**config.mk**
```make
export PLATFORM = sky130hd
export DESIGN_NAME = spi_rocnt_readout
export DESIGN_NICKNAME = d
export VERILOG_FILES = /design/src/rtl/spi_rocnt_readout.sv
export SDC_FILE = /design/constraint.sdc
export NUM_CORES = 1
export LEC_CHECK = 0
export CORE_MARGIN = 2
export CORE_UTILIZATION = 50
export DETAILED_ROUTE_END_ITERATION = 16
export PLACE_DENSITY = 0.74
export SYNTH_ARGS = -nofsm -noshare
export SYNTH_HDL_FRONTEND = slang
export SYNTH_SLANG_ARGS = --single-unit
```
**constraint.sdc**
```tcl
create_clock -name SPI_Clk -period 4.3 [get_ports SPI_Clk]
set_input_delay 0.43 -clock SPI_Clk [delete_from_list [all_inputs] [get_ports SPI_Clk]]
set_output_delay 0.43 -clock SPI_Clk [all_outputs]
set_load 0.01 [all_outputs]
```
**src/rtl/spi_rocnt_readout.sv**
```systemverilog
// Serialises the frozen ring-oscillator count on MISO as {HDR, count, parity}.
// Capture starts a fixed settle interval after the ENOUT measurement window closes.
module spi_rocnt_readout #(
    parameter int unsigned CNT_W      = 16,
    parameter int unsigned SETTLE_CYC = 2,
    parameter logic [3:0]  HDR        = 4'b1010
) (
    input  logic             SPI_Clk,
    input  logic             SPICNT_RST,
    input  logic             ENOUT,
    input  logic [CNT_W-1:0] RO_CNT,
    output logic             MISO,
    output logic             MISO_OE,
    output logic             RD_DONE
);

    localparam int unsigned F  = CNT_W + 5;
    localparam int unsigned BW = $clog2(F + 1);
    localparam int unsigned SW = $clog2(SETTLE_CYC + 1);

    typedef enum logic [2:0] {IDLE, ARMED, SETTLE, SHIFT, DONE} state_t;

    state_t          state;
    logic [F-1:0]    shreg;
    logic [BW-1:0]   bit_cnt;
    logic [SW-1:0]   settle_cnt;

    // MISO is the MSB of the registered shift register, so it stays a pure flop output.
    assign MISO = shreg[F-1];

    always_ff @(negedge SPI_Clk or negedge SPICNT_RST) begin
        if (!SPICNT_RST) begin
            state      <= IDLE;
            shreg      <= '0;
            bit_cnt    <= '0;
            settle_cnt <= '0;
            MISO_OE    <= 1'b0;
            RD_DONE    <= 1'b0;
        end else begin
            case (state)
                IDLE: begin
                    if (ENOUT)
                        state <= ARMED;
                end
                ARMED: begin
                    if (!ENOUT) begin
                        settle_cnt <= '0;
                        state      <= SETTLE;
                    end
                end
                SETTLE: begin
                    settle_cnt <= settle_cnt + SW'(1);
                    if (settle_cnt + SW'(1) == SW'(SETTLE_CYC)) begin
                        shreg   <= {HDR, RO_CNT, ^RO_CNT};
                        MISO_OE <= 1'b1;
                        bit_cnt <= BW'(1);
                        state   <= SHIFT;
                    end
                end
                SHIFT: begin
                    if (bit_cnt < BW'(F)) begin
                        shreg   <= shreg << 1;
                        bit_cnt <= bit_cnt + BW'(1);
                    end else begin
                        shreg   <= '0;
                        MISO_OE <= 1'b0;
                        RD_DONE <= 1'b1;
                        state   <= DONE;
                    end
                end
                DONE: begin
                    state <= DONE;
                end
                default: begin
                    state <= IDLE;
                end
            endcase
        end
    end

endmodule

```
==> out/metrics.cfg <==
[outcome]
status=finished, final reports clean

[floorplan]
initial_core_util_pct=52.4
die_height_um=60.6
core_um2=3050
die_w_um=60.6
io_pins=22
placementRows=20
die_area_um2=3670

[hold_path]
min_delay_path_depth=1
holdPathEnd=RD_DONE$_DFFE_NN0P_
hp-start=RD_DONE$_DFFE_NN0P_
hold_path_class=register to register

[finish]
layout_commonest_cell=dfrtn_1
diodes=0
fin_nets=186
design_area_um2=1890
final_cell_mix=dfrtn_1 (33), clkdlybuf4s50_1 (21), inv_1 (18), a222oi_1 (16), xnor2_1 (15)
drive_gt1_share_pct=8.43
syn_to_final_growth_pct=18.1

[synth]
synthCells=144
synthXorXnorAreaFrac_pct=9.31
synthAdderAreaFrac_pct=1.56
synth_fp_nets=165
synthesis.area_um2=1600
seq_area_frac_synth_pct=51.6
syn_area_per_cell_um2=11.1
ys_ff_latch=33
synthMuxAreaShare_pct=0
yosysWarningCount=0
synth.distinct_cells=34
synth-simple-area-share_pct=11.0
synth_compound_area_share_pct=18.0
synth_top_family_by_area=compound AO/OA/AOI/OAI gates

[timing]
final_max_slew_viol_count=0
hold_viol=0
setup_tns_ps=0
relSlewSlack_pct=54.8
setup_viol=0
clock_skew_ps=13.3
rsz0062_at_grt=no
worst_slew_pin_slew_ps=678

[worst_setup_path]
crit_chain=clkdlybuf4s50_1
cp_num_buf_inv=1
ff2ff_path_depth=4
arrival_ps=3440
start_kind=register
reg2reg_from=bit_cnt[0]$_DFFE_NN0P_
reg2reg_to=bit_cnt[1]$_DFFE_NN0P_
worst-path-max-fanout=2
crit_required_ps=3870
crit_family=buffers and inverters
critPathKind=register to output port
cp_slowest_cell=clkdlybuf4s50_1
end_kind=output port
slowest_delay_ps=530
r2r_setup_slack_ps=2200

[detailed_routing]
routedWlPerCell_um=13.9
dr.pass1.iters=8
drt_iter0_drc=124
vias=1175
via_per_inst=5.60
drc=0
wl_um=2930
antenna_left=0

[placed_design]
hpwl_um=2000
io_buffers=21
placed_cell_area_um2=1800
gp_congestion=0.758

[power_and_ir_drop]
vdd_drop_max_v=0.000350
power_density_nw_per_um2=703
power.leakage_nw=0.869

[clock_network]
cts_num_sinks=33
clockRootBuffer=clkbuf_4
cts_max_level=2
cts_buffer_depth=2
post-cts-setup-buffers=0
clock_latency_ps=330
cts_resized=0
path_clk_slew_ps=80
cts_hold_buf=0
numCtsBuffers=5
tritoncts=yes

[global_routing]
grt_pass1_vias=1106
antenna_found_initial=0
grt_max_degree=34
grt_usage_pct=18.6
grt_overflow=0
grt_pass1_wl_um=4990

[job]
cap_violations=0

worst reg2reg max path, delay by kind of cell, from the launching register on:
| kind | cells | cell delay [ps] |
|---|---|---|
| DFF | 1 | 400 |
| and+or+nand+nor | 1 | 670 |
| AOI/OAI and AO/OA | 3 | 870 |
logic make-up after synthesis:
| family | Yosys count |
|---|---|
| AO/OA/AOI/OAI | 36 |
| flip-flops | 33 |
| AND/OR/NAND/NOR | 30 |
| buffers and inverters | 26 |
| XOR/XNOR | 17 |
| adder cells (fa/ha/maj) | 2 |
sequential cells by signal (all words and copies together), names as in the netlist:
signal      count
RD_DONE         1
settle_cnt      2
MISO_OE         1
bit_cnt         5
state           3
shreg          21
layout make-up:
class	instances	area, µm²
fillers	263	1160
flip-flops and latches	33	826
multi-input cells	85	638
repair buffers	22	218
inverters	18	67.6
well taps	44	55.1
clock inverters	3	46.3
clock buffers	5	37.5
synthesized netlist by cell type:
cell type / n / area (µm²)
dfrtn_1: 33 / 826
buf_4: 2 / 15.0
buf_2: 3 / 15.0
o22a_1: 3 / 26.3
ha_1: 2 / 25.0
xor2_1: 2 / 17.5
o211ai_1: 1 / 7.51
nor2_4: 1 / 11.3
nor3_1: 4 / 20.0
and2_4: 1 / 8.76
buf_8: 1 / 15.0
nor3b_4: 1 / 18.8
o21ai_0: 3 / 15.0
o21ai_1: 1 / 5.00
xnor2_1: 15 / 131
a21oi_1: 7 / 35.0
nor2_1: 7 / 26.3
o22ai_1: 1 / 6.26
a222oi_1: 16 / 160
and2_1: 1 / 6.26
nand3b_1: 1 / 7.51
buf_6: 2 / 22.5
and3_1: 1 / 6.26
nand2b_1: 2 / 12.5
o21bai_1: 1 / 7.51
a22o_1: 1 / 8.76
nand2_1: 5 / 18.8
nor3b_2: 1 / 12.5
nor2b_1: 1 / 6.26
o21a_1: 1 / 7.51
inv_1: 18 / 67.6
nand3_1: 3 / 15.0
a41oi_1: 1 / 8.76
or2_2: 1 / 6.26
worst max path at each step:
stage	cells after the start	from	slack (ps)	to
floorplan	5	RO_CNT[10]	850	shreg[0]$_DFFE_NN0P_
global placement	6	RO_CNT[14]	260	shreg[0]$_DFFE_NN0P_
detailed placement	6	RO_CNT[14]	230	shreg[0]$_DFFE_NN0P_
CTS	1	MISO_OE$_DFFE_NN0P_	420	MISO_OE
global route	1	MISO_OE$_DFFE_NN0P_	370	MISO_OE
finish	1	MISO_OE$_DFFE_NN0P_	430	MISO_OE
stage by stage:
| step | hold slack, ps | utilization [%] | power [W] | cells | setup slack, ps |
|---|---|---|---|---|---|
| global placement | 420 | 59.1 | 0.00106 | 202 | 257 |
| CTS | 426 | 61.8 | 0.00134 | 210 | 416 |
| floorplan | 415 | - | 0.000987 | 144 | 849 |
| detailed placement | 421 | 59.1 | 0.00109 | 202 | 229 |
| global route | 462 | 61.8 | 0.00144 | 210 | 372 |
| finish | 417 | 61.8 | 0.00133 | 210 | 433 |
metal layers:
layer | track usage [%] | part of all wire [%] | up-vias
li1 | - | - | 557
met1 | 24.4 | 45 | 574
met2 | 29.8 | 49 | 40
met3 | 6.18 | 5.7 | 4
met4 | 5.59 | 0.68 | 0
met5 | 0 | 0 | -
where the power goes:
group / internal [W] / switching (W) / total [W] / leakage (nW)
logic: 0.000250 / 0.000291 / 0.000541 / 0.415
registers: 0.000454 / 0.0000937 / 0.000547 / 0.413
clock network: 0.000123 / 0.000117 / 0.000240 / 0.0414
(Power assumes the default switching activity.)
